### config.mk
export PLATFORM = sky130hd
export DESIGN_NAME = bus_arbiter
export DESIGN_NICKNAME = d
export VERILOG_FILES = /design/src/rtl/bus_pkg.sv /design/src/rtl/bus_arbiter.sv
export SDC_FILE = /design/constraint.sdc
export NUM_CORES = 1
export LEC_CHECK = 0
export ABC_AREA = 1
export CAP_MARGIN = 20
export CORE_AREA = 8 8 139 141
export CTS_CLUSTER_SIZE = 28
export DETAILED_ROUTE_END_ITERATION = 8
export DIE_AREA = 0 0 147 149
export DONT_BUFFER_PORTS = 1
export GPL_TIMING_DRIVEN = 0
export PLACE_DENSITY_LB_ADDON = 0.05
export SETUP_SLACK_MARGIN = 0.3
export SKIP_LAST_GASP = 1
export SYNTH_ARGS = -nofsm -noshare
export SYNTH_HDL_FRONTEND = slang
export SYNTH_SLANG_ARGS = --single-unit
### constraint.sdc
create_clock -name clk -period 1.4 [get_ports clk]
set_clock_uncertainty 0.05 [all_clocks]
set_input_delay 0.28 -clock clk [delete_from_list [all_inputs] [get_ports clk]]
set_output_delay 0.28 -clock clk [all_outputs]
set_load 0.1 [all_outputs]
### src/rtl/bus_pkg.sv
// rtl/bus_pkg.sv - shared bus widths, arbiter state encoding and slave address map
package bus_pkg;

    localparam int BUS_ADDR_W = 16;
    localparam int BUS_DATA_W = 64;

    typedef enum logic {
        OWN_M0 = 1'b0,
        OWN_M1 = 1'b1
    } own_state_t;

    localparam logic [15:0] S0_BASE = 16'h0000;
    localparam logic [15:0] S0_LAST = 16'h07FF;
    localparam logic [15:0] S1_BASE = 16'h7000;
    localparam logic [15:0] S1_LAST = 16'h71FF;

endpackage

### src/rtl/bus_arbiter.sv
// rtl/bus_arbiter.sv - two-master arbiter with hold-time fairness in front of the BUS master port
module bus_arbiter
    import bus_pkg::*;
#(
    parameter int ADDR_W   = BUS_ADDR_W,
    parameter int DATA_W   = BUS_DATA_W,
    parameter int MAX_HOLD = 16
) (
    input  logic              clk,
    input  logic              reset,
    input  logic              m0_req,
    input  logic              m0_wr,
    input  logic [ADDR_W-1:0] m0_addr,
    input  logic [DATA_W-1:0] m0_dout,
    output logic              m0_grant,
    input  logic              m1_req,
    input  logic              m1_wr,
    input  logic [ADDR_W-1:0] m1_addr,
    input  logic [DATA_W-1:0] m1_dout,
    output logic              m1_grant,
    output logic [DATA_W-1:0] m_din,
    output logic              bus_req,
    output logic              bus_wr,
    output logic [ADDR_W-1:0] bus_addr,
    output logic [DATA_W-1:0] bus_dout,
    input  logic [DATA_W-1:0] bus_din
);

    localparam int CNT_W = $clog2(MAX_HOLD) + 1;
    localparam logic [CNT_W-1:0] HOLD_LAST = CNT_W'(MAX_HOLD - 1);

    own_state_t       state;
    logic [CNT_W-1:0] hold_cnt;
    logic             own_req;
    logic             peer_req;

    always_comb begin
        own_req  = (state == OWN_M0) ? m0_req : m1_req;
        peer_req = (state == OWN_M0) ? m1_req : m0_req;
    end

    // The peer takes over either when the owner goes idle or when the owner
    // has used its full hold window while the peer was waiting.
    always_ff @(posedge clk) begin
        if (reset) begin
            state    <= OWN_M0;
            hold_cnt <= '0;
        end else if (peer_req && (!own_req || hold_cnt == HOLD_LAST)) begin
            state    <= (state == OWN_M0) ? OWN_M1 : OWN_M0;
            hold_cnt <= '0;
        end else if (own_req && peer_req) begin
            hold_cnt <= (hold_cnt == HOLD_LAST) ? hold_cnt : hold_cnt + 1'b1;
        end else begin
            hold_cnt <= '0;
        end
    end

    assign m0_grant = (state == OWN_M0);
    assign m1_grant = (state == OWN_M1);

    always_comb begin
        if (state == OWN_M0) begin
            bus_req  = m0_req;
            bus_wr   = m0_wr & m0_req;
            bus_addr = m0_addr;
            bus_dout = m0_dout;
        end else begin
            bus_req  = m1_req;
            bus_wr   = m1_wr & m1_req;
            bus_addr = m1_addr;
            bus_dout = m1_dout;
        end
    end

    assign m_din = bus_din;

endmodule

==> impl_metrics.toml <==
[global_routing]
grt_first_pass_wirelength_mm = 16.7
antenna_found_initial = 0
grt_max_degree = 11
grt_pass1_vias = 2629
track_usage_pct = 9.57
gr-total-overflow = 0

[hold_path]
worstHoldPathType = "in2reg"

[worst_setup_path]
crit_arrival_ns = 1.55
slowest_stage = "dfxtp_4"
criticalPathCategory = "reg2out"
crit_fanout = 10
start_kind = "flop"
slowest_delay_ns = 0.57
crit_chain = "buf_12 > buf_4 > nand2_1 > nand2_8"
cp-end-kind = "output port"
cp_data_required_time_ns = 1.07

[floorplan]
rows = 48
die_h_um = 149
die_width_um = 147
ios = 378
core-area_mm2 = 0.0171
die_area_mm2 = 0.0219
initial_core_util_pct = 11.0

[drt]
ant_nets = 0
num_vias = 2259
vias_per_cell = 3.74
dr.first_iter.drc_count = 42
wl_per_cell_um = 19.6
drc_errors = 0
wirelength_mm = 11.8
dr.pass1.iters = 4

[cells_and_area]
final_cell_count_no_fill = 604
final_core_util_pct = 23.2
drive_gt1_share_pct = 70.7
final_cell_mix = "nand2_1, nand2_8, nand2_2, buf_4, nor2_1"
synthToLayoutAreaGrowth_pct = 111
layout_commonest_cell = "nand2_1"
nNetsFinal = 612
diodes = 0

[clocking]
htree_levels = 1
clkSinkCount = 6
postCtsHoldBufs = 0
worstSkewPairLatency_ns = 0.23
root_buffer = "clkbuf_16"
cts.path.max_buffers = 2
clk_pin_slew_ns = 0.04
cts_buffers = 3
cts_tree = "built"

[synthesis]
synth_cell_types = 15
synth-seq-cells = 6
seq_area_frac_synth_pct = 6.42
syn-num-nets = 602
yosysTopAreaCell = "nand2_1"
yosysTopAreaCellShare_pct = 51.3
netlist_area_mm2 = 0.00187
avgSynthCellArea_um2 = 5.06
synth.area.top_cells = "nand2_1, buf_4, dfxtp_1"
syn-instance-count = 370
yosysWarnings = 0

[place]
gp_congestion = 0.728
placed_cells = 595
place_ws_ns = -0.428
dp_hpwl_mm = 10.3
io_buffers = 0

[sta]
max_clock_freq_mhz = 531
finalSetupViolations = 88
tightest_slew_ns = 0.363
fin_crit_sh_pct = 135
rsz0062_at_grt = "yes"
fin_crit_ns = 1.88
hold_viol_final = 0
slew_headroom_pct = 75.8
hold_ws_ns = 0.0577
timing.final.max_slew_violations = 0
setup_ws_ns = -0.484

[power_and_ir_drop]
cellPowerDensity_mw_per_mm2 = 1440
p_leak_nw = 1.58
peakVddDrop_uv = 706
total_power_mw = 5.71

[status]
status = "finished with violations"
violations = "negative setup slack"

[run]
cap_violations = 0
-- final cells by class --
type,count,area (µm²)
clock buffer,4,78.8
inverter,5,23.8
tap,225,282
buffer,82,702
sequential,6,129
timing repair buffer,5,37.5
fill,1901,13100
multi-input combinational,277,2700
-- worst max-delay path: cells and delay by family (launching register included) --
family                 cells  cell delay, ns
buffers and inverters      2            0.37
flip-flops                 1            0.57
AND/OR/NAND/NOR            2            0.36
-- stage by stage --
stage | area, µm² | TNS (ns)
3_3_place_gp | 3050 | -25.42
3_5_place_dp | 3050 | -25.07
5_1_grt | 3960 | -42.78
6_report | 3960 | -36.38
2_1_floorplan | 2770 | -11.49
4_1_cts | 3780 | -40.09
-- per-layer routing --
metal / share of wire [%] / global-route usage [%]
met1: 31 / 9.21
met2: 61 / 20.2
met3: 8.0 / 3.06
met4: 0 / 0.204
met5: 0 / 0
-- sequential cells by signal, indices dropped and copies added, names as in the netlist --
signal    flops
hold_cnt      5
m1_grant      1
-- repair_timing --
action                     CTS  global route
setup endpoints to repair   90            90
resized for setup          115            35
buffers inserted             0             5
pin swaps                   39            38
-- report_power, final --
part / total (mW) / internal (mW) / switching (mW)
clock: 0.480 / 0.378 / 0.102
combinational: 5.01 / 0.875 / 4.14
sequential: 0.217 / 0.179 / 0.0379
-- Yosys cell counts --
| cell type | count |
|---|---|
| xor2_1 | 2 |
| inv_2 | 2 |
| dfxtp_1 | 6 |
| nor2_1 | 9 |
| a21oi_1 | 1 |
| o21ai_0 | 1 |
| ha_1 | 2 |
| buf_6 | 8 |
| mux2i_1 | 1 |
| nand3_1 | 4 |
| nand2_1 | 256 |
| buf_2 | 1 |
| inv_1 | 3 |
| buf_4 | 73 |
| nand4_2 | 1 |
-- final timing paths --
| path | slack, ns | start | cells past startpoint | end |
|---|---|---|---|---|
| max | -0.48 | m1_grant$_SDFFE_PP0P_ | 4 | bus_dout[42] |
| min | 0.06 | reset | 1 | m1_grant$_SDFFE_PP0P_ |
| max reg2reg | -0.06 | m1_grant$_SDFFE_PP0P_ | 4 | hold_cnt[2]$_SDFFE_PP0P_ |
| min reg2reg | 0.44 | hold_cnt[4]$_SDFFE_PP0P_ | 2 | hold_cnt[4]$_SDFFE_PP0P_ |
-- cells by family (layout without fill, tap and decap cells) --
logic type	Yosys count	count (layout)	share of synthesized area, %
AND/OR/NAND/NOR	270	270	54.9
AO/OA/AOI/OAI	2	2	0.534
XOR/XNOR	2	2	0.936
adder cells (fa/ha/maj)	2	2	1.34
multiplexers	1	1	0.535
flip-flops	6	6	6.42
buffers and inverters	87	96	35.4
No activity file was read; power rests on OpenSTA's default activity.
